===== src/rtl/id_hazard_ctrl_if.sv =====
// Signal bundle between the ID-stage pipeline datapath and the hazard controller.
// master = pipeline side (drives decode/EX/MEM info), slave = hazard controller.
interface id_hazard_ctrl_if #(parameter int STAT_W = 16);
  logic              id_valid;
  logic [5:0]        id_opcode;
  logic [4:0]        id_rs;
  logic [4:0]        id_rt;
  logic              id_equal;
  logic              ex_mem_read;
  logic              ex_reg_write;
  logic [4:0]        ex_dst;
  logic              mem_mem_read;
  logic [4:0]        mem_dst;
  logic              hold_req;
  logic              pc_write;
  logic              ifid_write;
  logic              idex_bubble;
  logic              ifid_flush;
  logic              branch_taken;
  logic [1:0]        state;
  logic [STAT_W-1:0] stall_cnt;
  logic [STAT_W-1:0] branch_cnt;

  modport master (
    output id_valid, id_opcode, id_rs, id_rt, id_equal,
           ex_mem_read, ex_reg_write, ex_dst, mem_mem_read, mem_dst, hold_req,
    input  pc_write, ifid_write, idex_bubble, ifid_flush, branch_taken,
           state, stall_cnt, branch_cnt
  );

  modport slave (
    input  id_valid, id_opcode, id_rs, id_rt, id_equal,
           ex_mem_read, ex_reg_write, ex_dst, mem_mem_read, mem_dst, hold_req,
    output pc_write, ifid_write, idex_bubble, ifid_flush, branch_taken,
           state, stall_cnt, branch_cnt
  );
endinterface


===== src/rtl/id_hazard_ctrl.sv =====
// ID-stage hazard/stall controller for the 5-stage MIPS pipeline (Mealy outputs, RUN/STALL/HOLD FSM).
// Optional stall/branch statistics counters are built only when HAZARD_STATS_EN is defined.
module id_hazard_ctrl #(
  parameter int STAT_W = 16
) (
  input logic             clk,
  input logic             rst_n,
  id_hazard_ctrl_if.slave hz
);

  typedef enum logic [1:0] {
    RUN   = 2'b00,
    STALL = 2'b01,
    HOLD  = 2'b10
  } state_t;

  localparam logic [5:0] OP_RTYPE = 6'b000000;
  localparam logic [5:0] OP_BEQ   = 6'b000100;
  localparam logic [5:0] OP_LW    = 6'b100011;
  localparam logic [5:0] OP_SW    = 6'b101011;

  state_t state_q, state_d;
  logic   ret_stall_q, ret_stall_d;
  logic   uses_rs, uses_rt, is_beq;
  logic   ex_match, mem_match, need_two, need_one;
  logic   pc_write, ifid_write, idex_bubble, ifid_flush, branch_taken;

  assign is_beq  = hz.id_valid && (hz.id_opcode == OP_BEQ);
  assign uses_rt = hz.id_valid && (hz.id_opcode == OP_RTYPE || hz.id_opcode == OP_SW ||
                                   hz.id_opcode == OP_BEQ);
  assign uses_rs = uses_rt || (hz.id_valid && hz.id_opcode == OP_LW);

  // Register $0 is hardwired to zero, so it never participates in a match.
  assign ex_match  = (uses_rs && hz.id_rs != 5'd0 && hz.id_rs == hz.ex_dst) ||
                     (uses_rt && hz.id_rt != 5'd0 && hz.id_rt == hz.ex_dst);
  assign mem_match = (uses_rs && hz.id_rs != 5'd0 && hz.id_rs == hz.mem_dst) ||
                     (uses_rt && hz.id_rt != 5'd0 && hz.id_rt == hz.mem_dst);

  assign need_two = is_beq && hz.ex_mem_read && ex_match;
  assign need_one = (hz.ex_mem_read && ex_match) ||
                    (is_beq && hz.ex_reg_write && ex_match) ||
                    (is_beq && hz.mem_mem_read && mem_match);

  always_ff @(posedge clk or negedge rst_n) begin
    if (!rst_n) begin
      state_q     <= RUN;
      ret_stall_q <= 1'b0;
    end else begin
      state_q     <= state_d;
      ret_stall_q <= ret_stall_d;
    end
  end

  always_comb begin
    state_d      = state_q;
    ret_stall_d  = ret_stall_q;
    pc_write     = 1'b0;
    ifid_write   = 1'b0;
    idex_bubble  = 1'b0;
    ifid_flush   = 1'b0;
    branch_taken = 1'b0;

    // A hold arriving in HOLD must not overwrite the state saved on entry.
    if (hz.hold_req) begin
      state_d = HOLD;
      if (state_q != HOLD) ret_stall_d = (state_q == STALL);
    end else begin
      case (state_q)
        RUN:     if (need_two) state_d = STALL;
        STALL:   state_d = RUN;
        HOLD:    state_d = ret_stall_q ? STALL : RUN;
        default: state_d = RUN;
      endcase
    end

    if (rst_n && !hz.hold_req) begin
      case (state_q)
        RUN: begin
          if (need_two || need_one) begin
            idex_bubble = 1'b1;
          end else begin
            pc_write     = 1'b1;
            ifid_write   = 1'b1;
            branch_taken = is_beq && hz.id_equal;
            ifid_flush   = is_beq && hz.id_equal;
          end
        end
        STALL:   idex_bubble = 1'b1;
        default: ;
      endcase
    end
  end

  assign hz.pc_write     = pc_write;
  assign hz.ifid_write   = ifid_write;
  assign hz.idex_bubble  = idex_bubble;
  assign hz.ifid_flush   = ifid_flush;
  assign hz.branch_taken = branch_taken;
  assign hz.state        = state_q;

`ifdef HAZARD_STATS_EN
  localparam logic [STAT_W-1:0] CNT_ONE = {{(STAT_W-1){1'b0}}, 1'b1};

  logic [STAT_W-1:0] stall_cnt_q, branch_cnt_q;

  // Saturating counters; HOLD forces the strobes low so it never counts.
  always_ff @(posedge clk or negedge rst_n) begin
    if (!rst_n) begin
      stall_cnt_q  <= '0;
      branch_cnt_q <= '0;
    end else begin
      if (idex_bubble && stall_cnt_q != '1)   stall_cnt_q  <= stall_cnt_q + CNT_ONE;
      if (branch_taken && branch_cnt_q != '1) branch_cnt_q <= branch_cnt_q + CNT_ONE;
    end
  end

  assign hz.stall_cnt  = stall_cnt_q;
  assign hz.branch_cnt = branch_cnt_q;
`else
  assign hz.stall_cnt  = {STAT_W{1'b0}};
  assign hz.branch_cnt = {STAT_W{1'b0}};
`endif

endmodule


===== src/flat_wrapper.sv =====
// flat-port wrapper written by rule: the top's interface ports become plain ports
module id_hazard_ctrl_flat 
#(
  parameter int STAT_W = 16
)
  (clk, rst_n, hz_id_valid, hz_id_opcode, hz_id_rs, hz_id_rt, hz_id_equal, hz_ex_mem_read, hz_ex_reg_write, hz_ex_dst, hz_mem_mem_read, hz_mem_dst, hz_hold_req, hz_pc_write, hz_ifid_write, hz_idex_bubble, hz_ifid_flush, hz_branch_taken, hz_state, hz_stall_cnt, hz_branch_cnt);
  id_hazard_ctrl_if #(.STAT_W(STAT_W)) hz_i ();
  input logic clk;
  input logic rst_n;
  input wire logic [$bits(hz_i.id_valid)-1:0] hz_id_valid;
  input wire logic [$bits(hz_i.id_opcode)-1:0] hz_id_opcode;
  input wire logic [$bits(hz_i.id_rs)-1:0] hz_id_rs;
  input wire logic [$bits(hz_i.id_rt)-1:0] hz_id_rt;
  input wire logic [$bits(hz_i.id_equal)-1:0] hz_id_equal;
  input wire logic [$bits(hz_i.ex_mem_read)-1:0] hz_ex_mem_read;
  input wire logic [$bits(hz_i.ex_reg_write)-1:0] hz_ex_reg_write;
  input wire logic [$bits(hz_i.ex_dst)-1:0] hz_ex_dst;
  input wire logic [$bits(hz_i.mem_mem_read)-1:0] hz_mem_mem_read;
  input wire logic [$bits(hz_i.mem_dst)-1:0] hz_mem_dst;
  input wire logic [$bits(hz_i.hold_req)-1:0] hz_hold_req;
  output wire logic [$bits(hz_i.pc_write)-1:0] hz_pc_write;
  output wire logic [$bits(hz_i.ifid_write)-1:0] hz_ifid_write;
  output wire logic [$bits(hz_i.idex_bubble)-1:0] hz_idex_bubble;
  output wire logic [$bits(hz_i.ifid_flush)-1:0] hz_ifid_flush;
  output wire logic [$bits(hz_i.branch_taken)-1:0] hz_branch_taken;
  output wire logic [$bits(hz_i.state)-1:0] hz_state;
  output wire logic [$bits(hz_i.stall_cnt)-1:0] hz_stall_cnt;
  output wire logic [$bits(hz_i.branch_cnt)-1:0] hz_branch_cnt;
  assign hz_i.id_valid = hz_id_valid;
  assign hz_i.id_opcode = hz_id_opcode;
  assign hz_i.id_rs = hz_id_rs;
  assign hz_i.id_rt = hz_id_rt;
  assign hz_i.id_equal = hz_id_equal;
  assign hz_i.ex_mem_read = hz_ex_mem_read;
  assign hz_i.ex_reg_write = hz_ex_reg_write;
  assign hz_i.ex_dst = hz_ex_dst;
  assign hz_i.mem_mem_read = hz_mem_mem_read;
  assign hz_i.mem_dst = hz_mem_dst;
  assign hz_i.hold_req = hz_hold_req;
  assign hz_pc_write = hz_i.pc_write;
  assign hz_ifid_write = hz_i.ifid_write;
  assign hz_idex_bubble = hz_i.idex_bubble;
  assign hz_ifid_flush = hz_i.ifid_flush;
  assign hz_branch_taken = hz_i.branch_taken;
  assign hz_state = hz_i.state;
  assign hz_stall_cnt = hz_i.stall_cnt;
  assign hz_branch_cnt = hz_i.branch_cnt;
  id_hazard_ctrl #(.STAT_W(STAT_W)) u_core (.clk(clk), .rst_n(rst_n), .hz(hz_i));
endmodule

===== config.mk =====
export PLATFORM = sky130hd
export DESIGN_NAME = id_hazard_ctrl_flat
export DESIGN_NICKNAME = d
export VERILOG_FILES = /design/src/rtl/id_hazard_ctrl_if.sv /design/src/rtl/id_hazard_ctrl.sv /design/src/flat_wrapper.sv
export SDC_FILE = /design/constraint.sdc
export NUM_CORES = 1
export LEC_CHECK = 0
export BUFFER_PORTS_ARGS = -buffer_cell sky130_fd_sc_hd__buf_2
export CAP_MARGIN = 20
export CORE_MARGIN = 10
export CORE_UTILIZATION = 36
export DETAILED_ROUTE_END_ITERATION = 10
export GPL_TIMING_DRIVEN = 0
export HOLD_SLACK_MARGIN = 0.12
export PLACE_DENSITY = 0.8
export REMOVE_ABC_BUFFERS = 1
export SETUP_SLACK_MARGIN = 0.05
export SYNTH_ARGS = -nofsm -noshare
export SYNTH_HDL_FRONTEND = slang
export SYNTH_SLANG_ARGS = --single-unit

===== constraint.sdc =====
create_clock -name clk -period 3 [get_ports clk]
set_input_delay 0.6 -clock clk [delete_from_list [all_inputs] [get_ports clk]]
set_output_delay 0.6 -clock clk [all_outputs]
set_load 0.02 [all_outputs]

==> results of run 1 <==
[report_power, final]
part           internal (mW)  switching, mW
Clock                 0.0497         0.0190
Sequential            0.0414       0.000692
Combinational         0.0420         0.0777
Total                  0.133         0.0974
[cells in the mapped netlist]
library cell	number	share of area [%]
buf_4	34	34
xnor2_1	16	19
nand2_1	6	3.0
nand3_1	6	4.0
nor4_1	4	3.3
xor2_1	4	4.7
dfrtp_1	3	10
a21oi_1	2	1.3
nor4_2	2	3.3
o21ai_0	2	1.3
or4_1	2	2.0
a21boi_0	1	1.0
and3_1	1	0.83
and4b_1	1	1.3
clkbuf_1	1	0.50
conb_1	1	0.50
inv_1	1	0.50
nor2_1	1	0.50
nor2b_1	1	0.83
nor3_1	1	0.66
nor3b_1	1	1.0
o2111ai_1	1	1.2
o211a_1	1	1.3
o21ba_2	1	1.3
o221ai_2	1	2.0
o31a_1	1	1.2
[worst max-delay path, stage by stage]
cell and delay (ps):
buf_2 130, or4_1 530, o21ai_1 170, nor4_1 80
o211a_1 290, nor4_4 320, buf_4 190
[worst paths after layout]
path | startpoint | to | slack (ps) | depth (start not counted)
max in group asynchronous | rst_n | u_core.hz.state[1]$_DFFE_PN0P_ | 2710 | 1
worst min register to register | u_core.ret_stall_q$_DFFE_PN0P_ | u_core.ret_stall_q$_DFFE_PN0P_ | 480 | 2
worst min-delay path | rst_n | u_core.ret_stall_q$_DFFE_PN0P_ | 170 | 1
worst max register to register | u_core.hz.state[1]$_DFFE_PN0P_ | u_core.hz.state[0]$_DFFE_PN0P_ | 2050 | 3
worst max-delay path | hz_id_rt[0] | hz_ifid_flush | 90 | 7
min in group clk | u_core.ret_stall_q$_DFFE_PN0P_ | u_core.ret_stall_q$_DFFE_PN0P_ | 480 | 2
[routing by layer]
metal	global-route usage, %	part of all wire [%]	up-vias	wire length [um]
met4	2.41	0	0	0
met1	8.77	32	323	724
met2	19.1	58	32	1340
li1	-	-	345	-
met5	0	0	-	0
met3	3.56	10	0	231
[through the flow]
step	setup slack (ps)	cell area, um2	util (%)	std cells	hold slack [ps]
2_1_floorplan	-134	611	-	92	304
3_3_place_gp	59.9	845	42.6	159	406
3_5_place_dp	-14.2	845	42.6	159	409
4_1_cts	42.3	906	45.7	163	161
5_1_grt	32.5	941	47.5	164	160
6_report	89.1	941	47.5	164	171
[logic make-up (layout without fill, tap and decap cells)]
logic type | count (synthesis) | count (layout) | synth area share [%]
simple gates | 26 | 26 | 20.8
flops | 3 | 3 | 9.97
xor+xnor | 20 | 20 | 23.3
other cells | 1 | 32 | 0.498
compound gates | 10 | 10 | 10.6
buf+inv | 36 | 46 | 34.9
[sequential cells by signal (all words and copies together), names as in the netlist]
register,count
u_core.hz.state,2
u_core.ret_stall_q,1
[what timing repair did]
action	CTS	global route
setup endpoints to repair	2	4
resized for setup	6	8
pin swaps	3	5
setup buffers	0	1
[cell type report]
cell class	instances	area, um2	area share (%)
clock buffer	4	26.3	2.79
inverter	1	3.75	0.399
multi-input combinational	88	573	60.9
sequential	3	75.1	7.98
tap	27	33.8	3.59
timing repair buffer	41	229	24.3
[cells in the final DEF, fill, tap and decap left out, drive strengths merged, types with 2 or more instances in the layout]
cell / n
buf: 41
conb: 32
a21oi: 2
dfrtp: 3
o21ai: 2
xor2: 4
nor4: 6
clkbuf: 4
xnor2: 16
nand2: 6
nand3: 6
or4: 2
==> metrics.md, run 1 <==
| Metric | Value |
|---|---|
| Status | `complete, no violations` |
| GRT overflow | `0` |
| Required time of the critical path | `2400 ps` |
| Sequential fraction of the synthesis area | `9.97%` |
| Initial Utilization | `38.0%` |
| Mapped Cells | `96` |
| PortBufs | `40` |
| Worst-Skew Late Latency | `230 ps` |
| Min Tclk post-route | `2910 ps` |
| CP Launch Type | `input port` |
| Unique masters post-synth | `26` |
| Detail Route Antenna Nets | `0` |
| Row Count | `16` |
| Placeable Area | `1980 um2` |
| Share of cells above drive strength 1 | `38.0%` |
| DP Wirelength | `2070 um` |
| Synthesis-to-layout area growth | `24.9%` |
| RSZ-0062 raised after global routing | `true` |
| Clock Tree Root | `clkbuf_4` |
| Fin Setup TNS | `0 ps` |
| Clk sinks | `3` |
| Mapped Avg Cell Area | `7.85 um2` |
| Final Hold Fails | `0` |
| Hold Crit Class | `input port to async pin` |
| Clock transition at path regs | `40 ps` |
| Setup Skew | `0.188 ps` |
| # setup viols final | `0` |
| I/O pin cnt | `73` |
| Vias in the first global route | `797` |
| Largest net degree at the start of global routing | `6` |
| DRC errors left | `0` |
| Die Y | `65.7 um` |
| Synth warn | `0` |
| Tcrit/Tclk final | `97.0%` |
| #FFs+latches synth | `3` |
| Drt pass-1 iters | `4` |
| Gr usage total | `9.59%` |
| Vias per inst | `4.27` |
| Via Count | `700` |
| Routed WL per cell | `14.0 um` |
| Depth of the CTS H-tree | `1` |
| Pleak | `0.473 nW` |
| Pwr/cell area | `245 nW/um2` |
| Total wire length | `2300 um` |
| VDD IR max | `0.150 mV` |
| Initial DRC count | `30` |
| Max Cap Violations | `0` |
| Ant. Diodes | `0` |
| Layout filler cell count | `213` |
| Die area | `4320 um2` |
| Crit Path Max Fanout | `3` |
| Hold buffer count at cts | `0` |
| Worst setup path category | `input port to primary output` |
| Overall power | `231 uW` |
| Initial antenna violation count | `0` |
| Nets | `172` |
| Arrival time worst endpoint | `2310 ps` |
| Chip Width | `65.7 um` |
| Clock Path Buffers | `2` |
| CTS tree | `done` |
| Pins Over Slew Limit | `0` |
| Post-Syn Area | `753 um2` |
| GPL Wtd Cong | `0.812` |
| First-pass GRT wire length | `3440 um` |
| CTS Buf Count | `3` |
| Crit. End Element | `primary output` |
| Fmax | `0.344 GHz` |
Power figures use the tool's default switching activity.
==> inputs of run 2 (changes only) <==
Settings changed: CORE_MARGIN 10 to not set, CTS_BUF_LIST set to sky130_fd_sc_hd__clkbuf_16.
==> run 2 against run 1 <==
  * First-iteration DRC count shrank 63%
  * Fmax shrank 0.20%
  * Register-to-register slack gained 20 ps
  * Wire length shrank 28%
  * Sequential share of layout area shrank 0.22 points
  * Final cell count shrank 0.61%
  * Worst hold slack gained 1.2 ps
  * Sequential cell count is the same
  * Utilization grew 1.8 points
  * Largest power group is now the clock network
  * Highest routed layer is now met4
==> metrics.md, run 2 (synthesis results as in run 1) <==
| Metric | Value |
|---|---|
| Share of cells above drive strength 1 | `36.0%` |
| Worst Setup EP | `hz_ifid_write` |
| Clk sinks | `3` |
| Required time of the critical path | `2400 ps` |
| Routed WL per cell | `10.1 um` |
| Reg2reg start | `u_core.hz.state[1]$_DFFE_PN0P_` |
| Commonest non-fill, non-tap cells in the layout | `buf_2, conb_1, xnor2_1` |
| GPL Wtd Cong | `0.769` |
| Clock Tree Root | `clkbuf_16` |
| Final Hold Fails | `0` |
| Status | `complete, no violations` |
| Crit. End Element | `primary output` |
| Pins Over Slew Limit | `0` |
| Ant. Diodes | `0` |
| # setup viols final | `0` |
| Post-CTS setup buffers | `0` |
| Setup WS pre-CTS | `58.6 ps` |
| Clock transition at path regs | `30 ps` |
| Worst setup path category | `input port to primary output` |
| DP Wirelength | `1360 um` |
| Min Tclk post-route | `2920 ps` |
| First-pass GRT wire length | `2310 um` |
| Gr usage total | `14.7%` |
| Hold Crit Class | `input port to async pin` |
| Clock Path Buffers | `2` |
| I/O pin cnt | `73` |
| RSZ-0062 raised after global routing | `true` |
| Fin util | `49.3%` |
| Largest register FFs | `2` |
| Chip Width | `47.7 um` |
| Hold buffer count at cts | `0` |
| Depth of the CTS H-tree | `1` |
| Vias per inst | `4.29` |
| Placeable Area | `1960 um2` |
| Drt pass-1 iters | `3` |
| Most common cell after layout, fill and taps aside | `buf_2` |
| Max Cap Violations | `0` |
| Initial DRC count | `11` |
| Initial Utilization | `38.4%` |
| Detail Route Antenna Nets | `0` |
| Path depth of the worst reg2reg path | `3` |
| Worst-Skew Late Latency | `230 ps` |
| Area of the multi-input gates | `571 um2` |
| CTS Buf Count | `3` |
| Pwr/cell area | `381 nW/um2` |
| Critical Path Source | `hz_id_rs[0]` |
| Vias in the first global route | `600` |
| CP Launch Type | `input port` |
| Worst Slack Setup Final | `83.2 ps` |
| Initial antenna violation count | `0` |
| Synthesis-to-layout area growth | `28.4%` |
| Row Count | `16` |
| Worst reg-to-reg setup slack | `2070 ps` |
| FF-to-FF End | `u_core.hz.state[0]$_DFFE_PN0P_` |
| Setup Skew | `2.19 ps` |
| Fmax | `0.343 GHz` |
| Largest net degree at the start of global routing | `6` |
| VDD IR max | `0.452 mV` |
| Crit Path Max Fanout | `3` |
| Overall power | `368 uW` |
| Via Count | `700` |
| Seq. cell area | `75.1 um2` |
| PortBufs | `40` |
| DRC errors left | `0` |
| Pleak | `0.487 nW` |
| Total wire length | `1650 um` |
| Tcrit/Tclk final | `97.2%` |
| Die area | `2280 um2` |
| Nets | `171` |
| Die Y | `47.7 um` |
| GRT overflow | `0` |
| CTS tree | `done` |
| Arrival time worst endpoint | `2320 ps` |
| Layout filler cell count | `217` |
[run 2: cell count changes in the layout (fill, tap and decap cells not counted), moves of 2 or more]
cell | previous run | this run
clkbuf_16 | 0 | 3
nor4_2 | 3 | 1
clkbuf_4 | 3 | 0
buf_2 | 36 | 38
[run 2: area by class of cell]
class	instances	share of cell area, %
Timing Repair Buffer	40	21.2
Clock inverter	1	0.388
Multi-Input combinational cell	88	59.0
Tap cell	27	3.49
Inverter	1	0.388
Sequential cell	3	7.76
Clock buffer	3	7.76
[run 2: repair_timing]
item                       in CTS  in global routing
gates resized for setup         0                  8
setup endpoints to repair       0                  5
hold endpoints to repair        0                  0
[run 2: power breakdown]
group	switching [mW]	internal [mW]
sequential	0.000731	0.0414
clock	0.0403	0.172
combinational	0.0742	0.0393
total	0.115	0.253
[run 2: per-layer routing]
layer / GRT usage (%) / routed length [um] / vias up
met2: 25.4 / 890 / 31
met3: 2.26 / 91 / 2
met1: 16.1 / 643 / 325
met4: 11.1 / 20 / 0
li1: - / - / 342
met5: 0 / 0 / -
[run 2: worst min path at each step]
stage | from | endpoint | slack [ps] | depth (start not counted)
2_1_floorplan | rst_n | u_core.hz.state[0]$_DFFE_PN0P_ | 300 | 0
3_3_place_gp | rst_n | u_core.hz.state[1]$_DFFE_PN0P_ | 400 | 1
3_5_place_dp | rst_n | u_core.ret_stall_q$_DFFE_PN0P_ | 410 | 1
4_1_cts | rst_n | u_core.hz.state[1]$_DFFE_PN0P_ | 170 | 1
5_1_grt | rst_n | u_core.hz.state[1]$_DFFE_PN0P_ | 180 | 1
6_report | rst_n | u_core.hz.state[1]$_DFFE_PN0P_ | 170 | 1
[run 2: worst max-delay path: stages]
cell and delay, ps:
buf_2 120, or4_4 550, o221ai_4 220, nor4_1 90, o211a_1 270, nor3_1 250
buf_2 210
[run 2: stage by stage]
stage / std cells / hold slack (ps) / cell area [um2] / TNS [ps]
after floorplan: 92 / 304 / 611 / -377
after global placement: 159 / 405 / 845 / 0
after detailed placement: 159 / 408 / 845 / 0
after CTS: 163 / 170 / 923 / 0
after global routing: 163 / 181 / 967 / -30.6
final: 163 / 173 / 967 / 0
